## src/rtl/lsu_pkg.sv

```systemverilog
// Shared constants for the load/store stage: one-hot access-type bit indices,
// misalignment trap causes and the request FSM state type.
package lsu_pkg;

  localparam int LB_IDX  = 0;
  localparam int LH_IDX  = 1;
  localparam int LW_IDX  = 2;
  localparam int LBU_IDX = 3;
  localparam int LHU_IDX = 4;

  localparam int SB_IDX = 0;
  localparam int SH_IDX = 1;
  localparam int SW_IDX = 2;

  localparam logic [31:0] LOAD_MISALIGN  = 32'd4;
  localparam logic [31:0] STORE_MISALIGN = 32'd6;

  typedef enum logic [0:0] {
    IDLE     = 1'b0,
    WAIT_RSP = 1'b1
  } lsu_state_t;

endpackage

```

## src/rtl/lsu_load_ext.sv

```systemverilog
// Selects the addressed byte/half of a read word and sign- or zero-extends it
// according to the one-hot load type.
module lsu_load_ext
  import lsu_pkg::*;
#(
  parameter int DATA_LEN = 32
) (
  input  logic [DATA_LEN-1:0] rdata,
  input  logic [1:0]          addr_lo,
  input  logic [4:0]          load_sign,
  output logic [DATA_LEN-1:0] load_data
);

  logic [7:0]  byte_sel;
  logic [15:0] half_sel;

  assign byte_sel = rdata[8*addr_lo +: 8];
  assign half_sel = rdata[16*addr_lo[1] +: 16];

  always_comb begin
    load_data = rdata;
    if (load_sign[LB_IDX]) begin
      load_data = {{(DATA_LEN-8){byte_sel[7]}}, byte_sel};
    end else if (load_sign[LH_IDX]) begin
      load_data = {{(DATA_LEN-16){half_sel[15]}}, half_sel};
    end else if (load_sign[LBU_IDX]) begin
      load_data = {{(DATA_LEN-8){1'b0}}, byte_sel};
    end else if (load_sign[LHU_IDX]) begin
      load_data = {{(DATA_LEN-16){1'b0}}, half_sel};
    end
  end

endmodule

```

## src/rtl/lsu.sv

```systemverilog
// RV32 load/store stage: issues one data-memory request per memory entry,
// waits for its response and registers the result into the LS_WB stage.
module lsu
  import lsu_pkg::*;
#(
  parameter int DATA_LEN = 32
) (
  input  logic                  clk,
  input  logic                  rst_n,
  input  logic                  EX_LS_reg_execute_valid,
  input  logic [DATA_LEN-1:0]   EX_LS_reg_dest_data,
  input  logic [DATA_LEN-1:0]   EX_LS_reg_addr_load,
  input  logic [DATA_LEN-1:0]   EX_LS_reg_store_data,
  input  logic [4:0]            EX_LS_reg_rd,
  input  logic [4:0]            EX_LS_reg_load_sign,
  input  logic [3:0]            EX_LS_reg_store_sign,
  input  logic [DATA_LEN-1:0]   EX_LS_reg_csr_wdata,
  input  logic [DATA_LEN-1:0]   EX_LS_reg_cause,
  input  logic [1:0]            EX_LS_reg_csr_wfunc,
  input  logic [11:0]           EX_LS_reg_CSR_addr,
  input  logic                  EX_LS_reg_unusual_flag,
  input  logic                  EX_LS_reg_ebreak,
  input  logic                  EX_LS_reg_CSR_ren,
  input  logic                  EX_LS_reg_CSR_wen,
  input  logic                  EX_LS_reg_dest_wen,
  output logic                  EX_reg_execute_enable,
  output logic                  mem_req_valid,
  input  logic                  mem_req_ready,
  output logic [DATA_LEN-1:0]   mem_addr,
  output logic                  mem_wen,
  output logic [DATA_LEN-1:0]   mem_wdata,
  output logic [DATA_LEN/8-1:0] mem_wmask,
  input  logic                  mem_rsp_valid,
  input  logic [DATA_LEN-1:0]   mem_rdata,
  output logic                  LS_WB_reg_valid,
  output logic [4:0]            LS_WB_reg_rd,
  output logic [DATA_LEN-1:0]   LS_WB_reg_dest_data,
  output logic                  LS_WB_reg_dest_wen,
  output logic [DATA_LEN-1:0]   LS_WB_reg_csr_wdata,
  output logic [1:0]            LS_WB_reg_csr_wfunc,
  output logic [11:0]           LS_WB_reg_CSR_addr,
  output logic                  LS_WB_reg_CSR_ren,
  output logic                  LS_WB_reg_CSR_wen,
  output logic                  LS_WB_reg_ebreak,
  output logic                  LS_WB_reg_unusual_flag,
  output logic [DATA_LEN-1:0]   LS_WB_reg_cause
);

  localparam int MASK_LEN = DATA_LEN / 8;

  lsu_state_t state, state_next;

  logic [1:0]          addr_lo;
  logic                is_load, is_store, mem_op;
  logic                mis_load, mis_store, misaligned, issue;
  logic [DATA_LEN-1:0] load_data;
  logic                unused_store_sign;

  assign addr_lo           = EX_LS_reg_addr_load[1:0];
  assign unused_store_sign = EX_LS_reg_store_sign[3];

  assign is_load  = |EX_LS_reg_load_sign;
  assign is_store = |EX_LS_reg_store_sign[2:0];
  assign mem_op   = EX_LS_reg_execute_valid & (is_load | is_store);

  assign mis_load  = ((EX_LS_reg_load_sign[LH_IDX] | EX_LS_reg_load_sign[LHU_IDX]) & addr_lo[0])
                   | (EX_LS_reg_load_sign[LW_IDX] & (addr_lo != 2'b00));
  assign mis_store = (EX_LS_reg_store_sign[SH_IDX] & addr_lo[0])
                   | (EX_LS_reg_store_sign[SW_IDX] & (addr_lo != 2'b00));
  assign misaligned = mem_op & (mis_load | mis_store);
  assign issue      = mem_op & ~misaligned;

  always_ff @(posedge clk or negedge rst_n) begin
    if (!rst_n) begin
      state <= IDLE;
    end else begin
      state <= state_next;
    end
  end

  // The request is held in IDLE until accepted; execute is stalled for the
  // whole transaction so the EX_LS fields stay stable underneath it.
  always_comb begin
    state_next            = state;
    mem_req_valid         = 1'b0;
    EX_reg_execute_enable = 1'b0;
    case (state)
      IDLE: begin
        mem_req_valid         = issue;
        EX_reg_execute_enable = ~issue;
        if (issue && mem_req_ready) begin
          state_next = WAIT_RSP;
        end
      end
      WAIT_RSP: begin
        EX_reg_execute_enable = mem_rsp_valid;
        if (mem_rsp_valid) begin
          state_next = IDLE;
        end
      end
      default: state_next = IDLE;
    endcase
  end

  assign mem_addr = {EX_LS_reg_addr_load[DATA_LEN-1:2], 2'b00};
  assign mem_wen  = is_store;

  always_comb begin
    mem_wdata = EX_LS_reg_store_data;
    mem_wmask = '0;
    if (EX_LS_reg_store_sign[SW_IDX]) begin
      mem_wmask = {MASK_LEN{1'b1}};
    end else if (EX_LS_reg_store_sign[SH_IDX]) begin
      mem_wdata = {2{EX_LS_reg_store_data[15:0]}};
      mem_wmask = 4'b0011 << {addr_lo[1], 1'b0};
    end else if (EX_LS_reg_store_sign[SB_IDX]) begin
      mem_wdata = {4{EX_LS_reg_store_data[7:0]}};
      mem_wmask = 4'b0001 << addr_lo;
    end
  end

  lsu_load_ext #(
    .DATA_LEN (DATA_LEN)
  ) u_load_ext (
    .rdata     (mem_rdata),
    .addr_lo   (addr_lo),
    .load_sign (EX_LS_reg_load_sign),
    .load_data (load_data)
  );

  // Misaligned entries trap instead of writing back: the cause is overridden
  // and the register write is suppressed.
  always_ff @(posedge clk or negedge rst_n) begin
    if (!rst_n) begin
      LS_WB_reg_valid        <= 1'b0;
      LS_WB_reg_rd           <= '0;
      LS_WB_reg_dest_data    <= '0;
      LS_WB_reg_dest_wen     <= 1'b0;
      LS_WB_reg_csr_wdata    <= '0;
      LS_WB_reg_csr_wfunc    <= '0;
      LS_WB_reg_CSR_addr     <= '0;
      LS_WB_reg_CSR_ren      <= 1'b0;
      LS_WB_reg_CSR_wen      <= 1'b0;
      LS_WB_reg_ebreak       <= 1'b0;
      LS_WB_reg_unusual_flag <= 1'b0;
      LS_WB_reg_cause        <= '0;
    end else if (EX_reg_execute_enable) begin
      LS_WB_reg_valid        <= EX_LS_reg_execute_valid;
      LS_WB_reg_rd           <= EX_LS_reg_rd;
      LS_WB_reg_dest_data    <= (issue && is_load) ? load_data : EX_LS_reg_dest_data;
      LS_WB_reg_dest_wen     <= misaligned ? 1'b0 : EX_LS_reg_dest_wen;
      LS_WB_reg_csr_wdata    <= EX_LS_reg_csr_wdata;
      LS_WB_reg_csr_wfunc    <= EX_LS_reg_csr_wfunc;
      LS_WB_reg_CSR_addr     <= EX_LS_reg_CSR_addr;
      LS_WB_reg_CSR_ren      <= EX_LS_reg_CSR_ren;
      LS_WB_reg_CSR_wen      <= EX_LS_reg_CSR_wen;
      LS_WB_reg_ebreak       <= EX_LS_reg_ebreak;
      LS_WB_reg_unusual_flag <= misaligned ? 1'b1 : EX_LS_reg_unusual_flag;
      LS_WB_reg_cause        <= misaligned ? (mis_load ? LOAD_MISALIGN : STORE_MISALIGN)
                                           : EX_LS_reg_cause;
    end
  end

endmodule

```

## config.mk

```make
export PLATFORM = sky130hd
export DESIGN_NAME = lsu
export DESIGN_NICKNAME = d
export VERILOG_FILES = /design/src/rtl/lsu_pkg.sv /design/src/rtl/lsu_load_ext.sv /design/src/rtl/lsu.sv
export SDC_FILE = /design/constraint.sdc
export NUM_CORES = 1
export LEC_CHECK = 0
export BUFFER_PORTS_ARGS = -buffer_cell sky130_fd_sc_hd__buf_2
export CORE_AREA = 2 2 165 167
export DETAILED_ROUTE_END_ITERATION = 8
export DIE_AREA = 0 0 167 169
export SLEW_MARGIN = 25
export SYNTH_ARGS = -nofsm -noshare
export SYNTH_HDL_FRONTEND = slang
export SYNTH_SLANG_ARGS = --single-unit
```

## constraint.sdc

```tcl
create_clock -name clk -period 4.2 [get_ports clk]
set_input_delay 0.63 -clock clk [delete_from_list [all_inputs] [get_ports clk]]
set_output_delay 0.63 -clock clk [all_outputs]
set_load 0.01 [all_outputs]
```

; Yosys cells after proc, flatten, opt, wreduce, memory -nomap -nowiden
; Index checks and enable logic that the tools add are counted.
[totals]
ff_bits = 122
input_bits = 230
out_inout_bits = 192
wordCells = 57
[classes]
shift = 4
n_mux = 20
bitwise_logic = 15
n_reduce_logical = 5
[ops]
columns = cell, n
row1 = 2-to-1 mux 32 bit, 9
row2 = variable part select 32 x 6 -> 16 bit, 1
row3 = variable part select 32 x 6 -> 8 bit, 1
row4 = 2-to-1 mux 4 bit, 3
row5 = bitwise AND 1 bit, 7
row6 = 2-to-1 mux 1 bit, 5
row7 = bitwise OR 1 bit, 5
row8 = OR reduction 5 bit, 1
row9 = one-hot mux 1 bit (2 select lines), 2
row10 = "<< shifter 1 x 2 -> 4 bit, first input constant", 1
row11 = "<< shifter 2 x 2 -> 4 bit, first input constant", 1
row12 = NOT 1 bit, 3
row13 = OR reduction 3 bit, 1
row14 = logical AND 1 bit, 2
row15 = 2-to-1 mux 2 bit, 1
row16 = nonzero test 2 bit, 1

; Depth between registers and ports, before layout
[logic_depth]
depth_word = 10
mapped_depth = 9
ltp_nobuf = 6

; Hierarchy
; From an unflattened synthesis, not the netlist that was laid out.
[hier_totals]
hier_cells = 629
hier_area_um2 = 6735.2
[modules_own_cells]
columns = mod, n_inst, cells_per_inst, area_per_inst_um2, seq_area_each_um2
row1 = lsu, 1, 519, 5851.9, 3052.9
row2 = lsu_load_ext, 1, 110, 883.3, 0.0

; Worst setup path before layout
; OpenSTA, ideal clock, no wires.
[synth_path]
path_type = input -> output
startpoint = input EX_LS_reg_load_sign[4]
endpoint = output EX_reg_execute_enable
arrival_ns = 2.084
required_time_ns = 3.570
slack_ns = 1.486
stages = 5
path_buffers = 1
path_cell_list = or4_1 -> or3_1 -> a41o_1 -> clkinv_2 -> buf_2
[synth_via]
elab_chain_cells = 9
elab_cells_between_ends = 12
cone_classes = mux: 1 / bitwise: 10 / reduce/logical: 1
[synth_rtl]
columns = item, line
row1 = from (decl), lsu.sv:15  ; input logic [4:0] EX_LS_reg_load_sign,
row2 = bitwise OR 1 bit, lsu.sv:66  ; assign mis_load = ((EX_LS_reg_load_sign[LH_IDX] | EX_LS_reg_load_sign[LHU_IDX]) & addr_lo[0])
row3 = bitwise AND 1 bit, lsu.sv:66
row4 = bitwise OR 1 bit, lsu.sv:67  ; | (EX_LS_reg_load_sign[LW_IDX] & (addr_lo != 2'b00));
row5 = bitwise OR 1 bit, lsu.sv:70  ; assign misaligned = mem_op & (mis_load | mis_store);
row6 = bitwise AND 1 bit, lsu.sv:70
row7 = NOT 1 bit, lsu.sv:71  ; assign issue = mem_op & ~misaligned;
row8 = bitwise AND 1 bit (*), lsu.sv:71
row9 = NOT 1 bit (*), lsu.sv:90  ; EX_reg_execute_enable = ~issue;
row10 = one-hot mux 1 bit (2 select lines) (*), lsu.sv:87  ; case (state)
row11 = to (decl), lsu.sv:26  ; output logic EX_reg_execute_enable,
; Every way passes the cells marked *; elsewhere a longest branch is shown, timed or not.

; Final worst setup path
[layout_path]
startpoint = input EX_LS_reg_addr_load[0]
endpoint = output EX_reg_execute_enable
[layout_via]
elab_chain_cells = 9
elab_cells_between_ends = 13
cone_classes = mux: 1 / bitwise: 11 / reduce/logical: 1
[layout_rtl]
columns = item, line
row1 = from (decl), lsu.sv:12  ; input logic [DATA_LEN-1:0] EX_LS_reg_addr_load,
row2 = nonzero test 2 bit, "lsu.sv:67, lsu.sv:69"
row3 = "bitwise AND 1 bit, on equally long branches", "lsu.sv:67, lsu.sv:69"
row4 = "bitwise OR 1 bit, on equally long branches", "lsu.sv:67, lsu.sv:69"
row5 = bitwise OR 1 bit (*), lsu.sv:70
row6 = bitwise AND 1 bit (*), lsu.sv:70
row7 = NOT 1 bit (*), lsu.sv:71
row8 = bitwise AND 1 bit (*), lsu.sv:71
row9 = NOT 1 bit (*), lsu.sv:90
row10 = one-hot mux 1 bit (2 select lines) (*), lsu.sv:87
; Marked as above.

==> summary.md <==
| Metric | Value |
|---|---|
| Asr flop ratio synth | `100%` |
| GRT overflow | `0` |
| Sequential cell area | `3050 sq um` |
| Clk slew on worst S/H paths | `0.06 ns` |
| Worst R2R Path Depth | `6` |
| Rel. slew slack | `42.1%` |
| Post-synth top area share | `49.8%` |
| Final #Nets | `1,200` |
| H-tree level count | `4` |
| Port bufs | `358` |
| Routed vias | `5,925` |
| CORE AREA | `26,500 sq um` |
| Max-slew violations | `0` |
| Gr usage total | `17.0%` |
| Fillers | `2,816` |
| Routed Wire Length | `24,500 um` |
| Worst clock skew | `0.00971 ns` |
| CP arrival | `2.84 ns` |
| P_leak | `4.47 nW` |
| Layout cells sized above 1 | `44.2%` |
| Final Hold Fails | `0` |
| Num CTS Buffers | `17` |
| Setup TNS | `0 ns` |
| First-pass GRT wire length | `36,300 um` |
| PD cells | `421 nW/um^2` |
| CTS max path bufs | `2` |
| Post-synthesis average cell area | `9.24 sq um` |
| Skew-Pair Late Insertion Delay | `0.40 ns` |
| Multi-input logic area | `2590 sq um` |
| Synth-to-layout area growth | `40.8%` |
| Synth Register Bits | `122` |
| RR Endpoint | `LS_WB_reg_dest_data[26]$_DFFE_PN0P_` |
| Hold Path Class | `in -> async` |
| Tcrit/Tclk final | `82.6%` |
| Clock Sinks | `122` |
| Die area | `28,200 sq um` |
| Vias in the first global route | `5,968` |
| Largest net degree at the start of global routing | `82` |
| RSZ-0062 raised after global routing | `no` |
| Setup ws final | `0.729 ns` |
| Post-route insts no fill | `1,326` |
| Post-CTS setup buffer count | `0` |
| Yosys warns | `0` |
| Flop2flop setup slack | `1.57 ns` |
| Worst hold slack | `0.211 ns` |
| Final setup viols | `0` |
| Result of the run | `finished, final reports clean` |
| WL/cell | `18.5 um` |
| # hold bufs at CTS | `0` |
| Synth Cell Area | `6130 sq um` |
| Crit path launch type | `input pin` |
| Data required time at the worst endpoint | `3.57 ns` |
| Residual DRC | `0` |
| Largest area contributor in the netlist | `dfrtp_1` |
| Number of nets with antenna violations after routing | `0` |
| Critical path capture point type | `output pin` |
| Vias per cell | `4.47` |
| Initial Utilization | `23.1%` |
| Root Driver | `clkbuf_16` |
| Post-layout min period | `3.47 ns` |
| CTS tree | `yes` |
| Slew @ Worst Pin | `0.869 ns` |
| Die width | `167 um` |
| Die Ht | `169 um` |
| Main synth FF type | `dfrtp_1` |
| Final HPWL DP | `18,700 um` |
| Register area share after synthesis | `49.8%` |
| Post-Syn Instances | `663` |
| Routability cong. | `0.833` |
| Max_cap viols | `0` |
| Initial antenna violation count | `4` |
| IO Pins | `422` |
| Number of DRC markers in iteration 0 | `272` |
| Max Freq | `0.288 GHz` |
| Synth unique cells | `42` |
| Post-synth EDFFs | `0` |
| DP Worst Slack | `0.490 ns` |
| VDD IR max | `0.227 mV` |
| Reg-to-reg critical path startpoint | `state$_DFF_PN0_` |
| CP max FO | `41` |
| Worst setup path category | `in -> out` |
| Area contributors post-synth | `dfrtp_1, nand2_1, buf_4, a22o_1, mux2_2` |
| Detailed Routing Iterations Pass 1 | `4` |
| DP Cell Count | `1,292` |
| CTS resizes | `0` |
| Row Count | `60` |
## synthesized netlist by cell type, drive strengths merged, types with 2 or more instances
cell type,count
buf,63
mux2,18
dfrtp,122
mux2i,16
a22oi,8
a21o,2
nand2,209
nor3,16
inv,7
nor2b,3
o31ai,2
clkbuf,21
o21ai,31
mux4,7
a211oi,16
o21a,8
nor2,30
nand2b,2
o211ai,7
o21bai,3
and4,3
nand3,2
or3,2
a22o,31
a21oi,21
## worst max-delay path by stage
stage                                       from                             endpoint  cells after the start
final                     EX_LS_reg_addr_load[0]                EX_reg_execute_enable                      6
after global routing      EX_LS_reg_addr_load[0]                EX_reg_execute_enable                      6
after CTS                 EX_LS_reg_addr_load[0]                EX_reg_execute_enable                      6
after detailed placement  EX_LS_reg_load_sign[4]  LS_WB_reg_dest_data[26]$_DFFE_PN0P_                      7
after global placement    EX_LS_reg_load_sign[0]  LS_WB_reg_dest_data[27]$_DFFE_PN0P_                      7
after floorplan           EX_LS_reg_load_sign[4]                EX_reg_execute_enable                      5
## per-stage QoR
step                cell area (sq um)  total power [mW]  util [%]
floorplan                        6130              1.76         -
global placement                 8010              2.11      30.2
detailed placement               8010              2.12      30.2
CTS                              8620              3.70      32.5
global route                     8620              3.83      32.5
finish                           8630              3.64      32.6
## area by class of cell
cell class | count | share of cell area, %
well taps | 341 | 4.94
clock inverters | 13 | 1.93
clock buffers | 19 | 5.13
diodes | 2 | 0.0580
inverters | 8 | 0.363
multi-input cells | 450 | 30.1
flip-flops and latches | 122 | 35.4
repair buffers | 371 | 22.1
## kinds of logic after synthesis
| kind of cell | after synthesis | synth area share (%) |
|---|---|---|
| AO/OA/AOI/OAI | 133 | 14.8 |
| buffers and inverters | 92 | 8.70 |
| flip-flops | 122 | 49.8 |
| multiplexers | 41 | 8.49 |
| other | 1 | 0.0612 |
| AND/OR/NAND/NOR | 274 | 18.1 |
## power breakdown
part           total (mW)  switching [mW]  internal, mW  leakage [nW]
registers            1.37          0.0639          1.30          1.46
logic               0.720           0.420         0.300          2.72
clock network        1.55           0.593         0.956         0.290
## layout by cell type, fill, tap and decap left out, drive strengths merged, types with 2 or more instances in the layout
master,instances
nor2,30
o31ai,2
a21o,2
clkbuf,19
inv,10
nor2b,3
a21oi,21
nand2b,2
a211oi,16
mux2,18
conb,2
or3,2
nand2,209
buf,371
diode,2
clkinv,5
and4,3
a22oi,8
o21a,8
mux4,7
bufinv,3
nand3,2
nor3,16
o21bai,3
dfrtp,122
o21ai,31
o211ai,7
a22o,31
clkinvlp,3
mux2i,16
## worst max-delay path, stage by stage
cell and delay, ns:
buf_2 0.25, o21ai_0 0.35, and4_1 0.33, a41o_4 0.59
clkinv_2 0.42, buf_2 0.26
## routing by layer
metal | GRT usage (%) | up-vias | wire length (um)
met5 | 0 | - | 13
li1 | - | 2829 | -
met2 | 30.4 | 304 | 12400
met1 | 19.6 | 2756 | 9800
met4 | 6.15 | 2 | 663
met3 | 4.35 | 34 | 1700
## state kept, by name, summed over array words and instances, names as in the netlist
signal	flops
LS_WB_reg_CSR_addr	12
LS_WB_reg_CSR_ren	1
LS_WB_reg_CSR_wen	1
LS_WB_reg_cause	32
LS_WB_reg_csr_wdata	32
LS_WB_reg_csr_wfunc	2
LS_WB_reg_dest_data	32
LS_WB_reg_dest_wen	1
LS_WB_reg_ebreak	1
LS_WB_reg_rd	5
LS_WB_reg_unusual_flag	1
LS_WB_reg_valid	1
state	1
No activity file was read; power rests on OpenSTA's default activity.
